<file path="config.mk">
export PLATFORM = sky130hd
export DESIGN_NAME = sclk_gen
export DESIGN_NICKNAME = d
export VERILOG_FILES = /design/src/rtl/sclk_pkg.sv /design/src/rtl/sclk_gen.sv
export SDC_FILE = /design/constraint.sdc
export NUM_CORES = 1
export LEC_CHECK = 0
export ABC_CLOCK_PERIOD_IN_PS = 2700
export BUFFER_PORTS_ARGS = -buffer_cell sky130_fd_sc_hd__buf_2
export CORE_MARGIN = 5
export CORE_UTILIZATION = 61
export CTS_CLUSTER_SIZE = 24
export DETAILED_ROUTE_END_ITERATION = 6
export PLACE_DENSITY = 0.84
export SLEW_MARGIN = 20
export SYNTH_ARGS = -nofsm -noshare
export SYNTH_HDL_FRONTEND = slang
export SYNTH_SLANG_ARGS = --single-unit
</file>
<file path="constraint.sdc">
create_clock -name clk -period 2.7 [get_ports clk]
set_input_delay 0.135 -clock clk [delete_from_list [all_inputs] [get_ports clk]]
set_output_delay 0.135 -clock clk [all_outputs]
set_load 0.02 [all_outputs]
</file>
<file path="src/rtl/sclk_pkg.sv">
// Shared types and default widths for the serial-clock burst generator.
package sclk_pkg;

  localparam int unsigned SCLK_DIV_W = 8;
  localparam int unsigned SCLK_CNT_W = 6;

  typedef enum logic [0:0] {
    IDLE = 1'b0,
    RUN  = 1'b1
  } sclk_state_t;

endpackage

</file>
<file path="src/rtl/sclk_gen.sv">
// Counted-burst SCLK generator with registered outputs and single-cycle edge strobes.
module sclk_gen
  import sclk_pkg::*;
#(
  parameter int unsigned DIV_W = SCLK_DIV_W,
  parameter int unsigned CNT_W = SCLK_CNT_W
) (
  input  logic             clk,
  input  logic             rst,
  input  logic             en,
  input  logic             start,
  input  logic [DIV_W-1:0] div,
  input  logic             cpol,
  input  logic [CNT_W-1:0] nbits,
  output logic             busy,
  output logic             done,
  output logic             SCLK,
  output logic             lead_stb,
  output logic             trail_stb
);

  sclk_state_t      state_q, state_d;
  logic [DIV_W-1:0] hcnt_q, hcnt_d;
  logic [CNT_W-1:0] ecnt_q, ecnt_d;
  logic [DIV_W-1:0] div_l_q, div_l_d;
  logic             cpol_l_q, cpol_l_d;
  logic [CNT_W-1:0] nbits_l_q, nbits_l_d;
  logic             sclk_q, sclk_d;
  logic             busy_q, busy_d;
  logic             done_q, done_d;
  logic             lead_q, lead_d;
  logic             trail_q, trail_d;
  logic             zpend_q, zpend_d;
  logic [CNT_W-1:0] ecnt_inc;

  assign ecnt_inc = ecnt_q + CNT_W'(1);

  always_comb begin
    state_d   = state_q;
    hcnt_d    = hcnt_q;
    ecnt_d    = ecnt_q;
    div_l_d   = div_l_q;
    cpol_l_d  = cpol_l_q;
    nbits_l_d = nbits_l_q;
    sclk_d    = sclk_q;
    done_d    = 1'b0;
    lead_d    = 1'b0;
    trail_d   = 1'b0;
    zpend_d   = 1'b0;

    if (!en) begin
      // Abort: drop straight to idle level, no done, counters cleared.
      state_d  = IDLE;
      hcnt_d   = '0;
      ecnt_d   = '0;
      sclk_d   = cpol_l_q;
      cpol_l_d = (state_q == IDLE) ? cpol : cpol_l_q;
    end else begin
      unique case (state_q)
        IDLE: begin
          done_d   = zpend_q;
          sclk_d   = cpol_l_q;
          cpol_l_d = cpol;
          if (start) begin
            div_l_d   = div;
            nbits_l_d = nbits;
            hcnt_d    = '0;
            ecnt_d    = '0;
            if (nbits == '0) begin
              // Zero-length burst: done follows one cycle later, never busy.
              zpend_d = 1'b1;
            end else begin
              state_d = RUN;
              sclk_d  = cpol;
            end
          end
        end
        RUN: begin
          if (hcnt_q == div_l_q) begin
            hcnt_d = '0;
            sclk_d = ~sclk_q;
            if (sclk_q == cpol_l_q) begin
              lead_d = 1'b1;
            end else begin
              trail_d = 1'b1;
              ecnt_d  = ecnt_inc;
              if (ecnt_inc == nbits_l_q) begin
                state_d = IDLE;
                done_d  = 1'b1;
              end
            end
          end else begin
            hcnt_d = hcnt_q + DIV_W'(1);
          end
        end
        default: state_d = IDLE;
      endcase
    end

    busy_d = (state_d == RUN);
  end

  always_ff @(posedge clk or negedge rst) begin
    if (!rst) begin
      state_q   <= IDLE;
      hcnt_q    <= '0;
      ecnt_q    <= '0;
      div_l_q   <= '0;
      cpol_l_q  <= 1'b0;
      nbits_l_q <= '0;
      sclk_q    <= 1'b0;
      busy_q    <= 1'b0;
      done_q    <= 1'b0;
      lead_q    <= 1'b0;
      trail_q   <= 1'b0;
      zpend_q   <= 1'b0;
    end else begin
      state_q   <= state_d;
      hcnt_q    <= hcnt_d;
      ecnt_q    <= ecnt_d;
      div_l_q   <= div_l_d;
      cpol_l_q  <= cpol_l_d;
      nbits_l_q <= nbits_l_d;
      sclk_q    <= sclk_d;
      busy_q    <= busy_d;
      done_q    <= done_d;
      lead_q    <= lead_d;
      trail_q   <= trail_d;
      zpend_q   <= zpend_d;
    end
  end

  assign busy      = busy_q;
  assign done      = done_q;
  assign SCLK      = sclk_q;
  assign lead_stb  = lead_q;
  assign trail_stb = trail_q;

endmodule

</file>
## Yosys cells after proc, flatten, opt, wreduce, memory -nomap -nowiden

Cells that the tools add are included.

| storage, ports and cells | value |
|---|---|
| register bits | 35 |
| memories | 0 |
| ROM bits | 0 |
| bits in latches | 0 |
| output and inout bits | 5 |
| word-level logic and storage cells | 62 |
| bits in writable memories | 0 |
| input port bits | 19 |

| operators by class | value |
|---|---|
| multiplexer cells | 38 |
| shift operators | 0 |
| multipliers | 0 |
| bitwise logic cells | 2 |
| equal/unequal tests | 6 |
| div/mod/pow operators | 0 |
| $add $sub $neg | 2 |
| reduce and logical (&&, ||, !) cells | 3 |
| order comparisons | 0 |

Operators by type and width:

| cell | number |
|---|---|
| 1-bit 2-to-1 mux | 26 |
| 6-bit 2-to-1 mux | 4 |
| 8-bit 2-to-1 mux | 3 |
| 8-bit one-hot mux with 2 select lines | 1 |
| 6-bit one-hot mux with 2 select lines | 1 |
| 8-bit by 1-bit adder with 8-bit output, second input constant | 1 |
| 8-bit == test | 1 |
| 6-bit by 1-bit adder with 6-bit output, second input constant | 1 |
| 6-bit == test | 1 |
| 6-bit logical NOT | 1 |
| 3-bit inequality test, second input constant | 2 |
| 1-bit one-hot mux with 2 select lines | 3 |
| 3-bit AND reduction | 2 |
| 3-bit by 2-bit inequality test with 1-bit output, second input constant | 1 |
| 1-bit inverter | 2 |
| 1-bit == test | 1 |

## Depth between registers and ports, before layout

| logic depth | value |
|---|---|
| word-level depth | 7 |
| depth in mapped cells | 6 |
| depth with buffers taken out | 6 |

## Least setup slack after synthesis

Ideal clock, no wire load.

| path | value |
|---|---|
| path type | register to register |
| from | register hcnt_q[5] |
| to | register ecnt_q[4] |
| stages on the path, launching flop included | 6 |
| clock period less this slack | 1.737 ns |
| slack | 0.963 ns |
| arrival time | 1.668 ns |
| cell sequence | dfrtp_1 xor2_1 nor4_4 a21oi_2 or4_1 nand3_1 |

| between the ends | value |
|---|---|
| longest elaborated chain between the ends | 3 |

RTL lines:

| element | RTL line | RTL |
|---|---|---|
| start: declaration | sclk_gen.sv:23 | `logic [DIV_W-1:0] hcnt_q, hcnt_d;` |
| start signal: assignment | sclk_gen.sv:119 | `hcnt_q <= hcnt_d;` |
| 8-bit == test | sclk_gen.sv:79 | `if (hcnt_q == div_l_q) begin` |
| 3-bit by 2-bit inequality test with 1-bit output (no line) | n/a |  |
| 3-bit AND reduction (no line) | n/a |  |
| end signal: assignment | sclk_gen.sv:120 | `ecnt_q <= ecnt_d;` |
| end: declaration | sclk_gen.sv:24 | `logic [CNT_W-1:0] ecnt_q, ecnt_d;` |

Every way passes these cells.
A chain may end at the register's enable or synchronous reset.

## Final worst setup path

| path | value |
|---|---|
| from | register hcnt_q[5] |
| to | register ecnt_q[5] |

The elaborated chain is that of the path after synthesis.

==> run summary <==
Crit Path Category: reg2reg
Chip width: 63.91 um
RSZ-0062 raised after global routing: false
#FFs+latches synth: 35
Crit path largest cell delay: 0.53 ns
Die Span Y: 63.91 um
Synth cell types: 36
Buf/Inv on CP: 0
Mapped cell area: 1773 sq um
Design Area, Final: 1974 sq um
Placed inst area: 1914 sq um
Top delay family on crit path: simple AND/OR/NAND/NOR gates
Post-synth EDFFs: 0
Setup_tns: 0 ns
Num CTS Buffers: 5
Synth top cells by count: 35 x dfrtp_1, 18 x mux2_2, 11 x xor2_1
Non-Filler Instances: 216
IO Count: 24
Cell Chain, Critical Path: xor2_1 -> nor4_4 -> a21oi_2 -> or4_1 -> nand3_1
Via density: 5.935
Overflow after GRT: 0
Initial drt markers: 58
Synth area leaders: dfrtp_1 49%, mux2_2 11%, xor2_1 5.4%
Tot Pwr: 1.064 mW
Initial Utilization: 63.74%
Post-synth ARST share: 100.0%
Layout cells sized above 1: 27.03%
Drt pass-1 iters: 4
Placed insts: 207
H-tree depth: 2
Worst Path Required: 2.97 ns
# DRC: 0
Largest net degree at the start of global routing: 36
Top FF cell, synth: dfrtp_1
Reg clk slew, reported paths: 0.09 ns
Layout Area Growth over Synthesis: 11.36%
Net Count, Synth: 177
Relative slew slack: 48.60%
Min Hold Slack: 0.03224 ns
Routed Wire Length: 3368 um
Post-DP HPWL: 2578 um
Root Driver: clkbuf_4
I/O Buffers: 23
Placer Congestion: 0.9192
CP max FO: 18
Die Footprint: 4084 sq um
Crit end category: flop
Min Tclk post-route: 2.015 ns
Skew final: 0.002993 ns
Fillers: 214
Most common cell in the netlist: dfrtp_1
Final Max Slew Viols: 0
Mean Syn Cell Area: 11.37 sq um
Global-route wire length before repair: 6072 um
Cells after Synth: 156
Clock Sinks: 35
Place WS: 0.7083 ns
Final hold vios: 0
Initial antenna violation count: 0
LEAKAGE: 0.9380 nW
Yosys warns: 0
Slowest cell on the critical path: or4_1
Fin crit share: 74.62%
Detail Route Antenna Nets: 0
Final setup viols: 0
Worst Path Arrival: 2.28 ns
Core area: 2781 sq um
DR vias: 1282
CTS tree: yes
Hold crit path type: in2reg
Vias in the first global route: 1328
Utilization after layout: 70.99%
# Max-Cap Violations: 0
Clock latency on the worst-skew pair: 0.33 ns
Startpoint Class: flop
Fin worst setup slack: 0.6854 ns
Clock Path Buffers: 2
Peak VDD IR: 509.4 uV
GRT Util Overall: 18.95%
Cell row count: 19
Worst-margin pin slew: 0.7694 ns
Leading area contributor after synthesis: dfrtp_1
Sequential area share after synthesis: 49.40%
Pwr Density: 539.0 nW/um^2
WL per Instance: 15.59 um
Post-synth top area share: 49.40%
Ant. Diodes: 0
Max Clock Freq: 496.4 MHz
Outcome: finished, final reports clean
Final net count: 205
==> cell usage in the layout, fill, tap and decap left out, types with 2 or more instances in the layout <==
master    Yosys  layout
o211ai_1      2       2
o21ai_1       4       4
nand2b_1      8       8
a22o_1        4       4
nor2b_1       3       3
inv_1         2       2
ha_1          2       2
nand3_1       9       9
nor4_1        2       2
nor4_4        2       2
o21ai_0       2       2
and3_1        3       3
dfrtp_1      35      35
a21o_1        5       5
buf_2         1      23
nor2_1        4       4
nand2_1       8       8
and2_1        2       2
clkbuf_4      0       5
or4_1         2       2
mux2_2       18      18
xnor2_1       5       5
nand4_1       3       3
nor3_1        2       2
a21oi_1       3       3
a31oi_1       4       4
clkbuf_1      1       2
xor2_1       11      11
==> worst reg2reg max path: stages (launching register included) <==
cell and delay (ns):
dfrtp_1 0.44, xor2_1 0.20, nor4_4 0.41, a21oi_2 0.28, or4_1 0.53, nand3_1 0.10
==> layer usage <==
metal  track usage (%)  vias up  share of wire, %
li1                  -      628                 -
met4             7.013        0              0.80
met3             5.254        4               5.8
met5                 0        -                 0
met2             29.27       32                48
met1             25.49      618                46
==> kinds of logic after synthesis <==
group / synth area share (%)
adders and majority gates: 1.411
and+or+nand+nor: 16.73
AOI/OAI and AO/OA: 12.00
buffers and inverters: 1.129
muxes: 11.43
DFF: 49.40
xor gates and xnor gates: 7.904
==> cell type report <==
| cell class | instances | area [sq um] | share of cell area (%) |
|---|---|---|---|
| well taps | 31 | 38.79 | 1.965 |
| clock inverters | 1 | 5.005 | 0.2535 |
| clock buffers | 7 | 45.04 | 2.281 |
| repair buffers | 24 | 125.1 | 6.337 |
| multi-input cells | 116 | 877.1 | 44.42 |
| inverters | 2 | 7.507 | 0.3802 |
| flip-flops and latches | 35 | 875.8 | 44.36 |
==> registers in the layout, summed over array words and instances, names as in the netlist <==
name / flops
lead_stb: 1
trail_stb: 1
done: 1
hcnt_q: 8
div_l_q: 8
cpol_l_q: 1
busy: 1
SCLK: 1
nbits_l_q: 6
ecnt_q: 6
zpend_q: 1
==> power by group <==
group | total, mW | internal [mW] | leakage [nW] | switching (mW)
combinational | 0.195 | 0.0950 | 0.457 | 0.0997
sequential | 0.612 | 0.572 | 0.451 | 0.0401
clock | 0.257 | 0.101 | 0.0293 | 0.156
total | 1.06 | 0.769 | 0.938 | 0.295
==> timing repair <==
item                                   CTS  global route
hold buffers                             1             0
buffers inserted                         0             0
endpoints found under the hold margin   35             0
resized for setup                        0             0
==> worst paths after layout <==
path	start	end	slack, ns	cells past startpoint
min reg2reg	nbits_l_q[1]	nbits_l_q[1]	0.53	1
max in group asynchronous	rst	hcnt_q[6]	1.83	2
min in group asynchronous	rst	zpend_q	0.40	2
max reg2reg	hcnt_q[5]	ecnt_q[5]	0.69	5
max	hcnt_q[5]	ecnt_q[5]	0.69	5
min	div[0]	div_l_q[0]	0.03	2
Power figures use the tool's default switching activity.
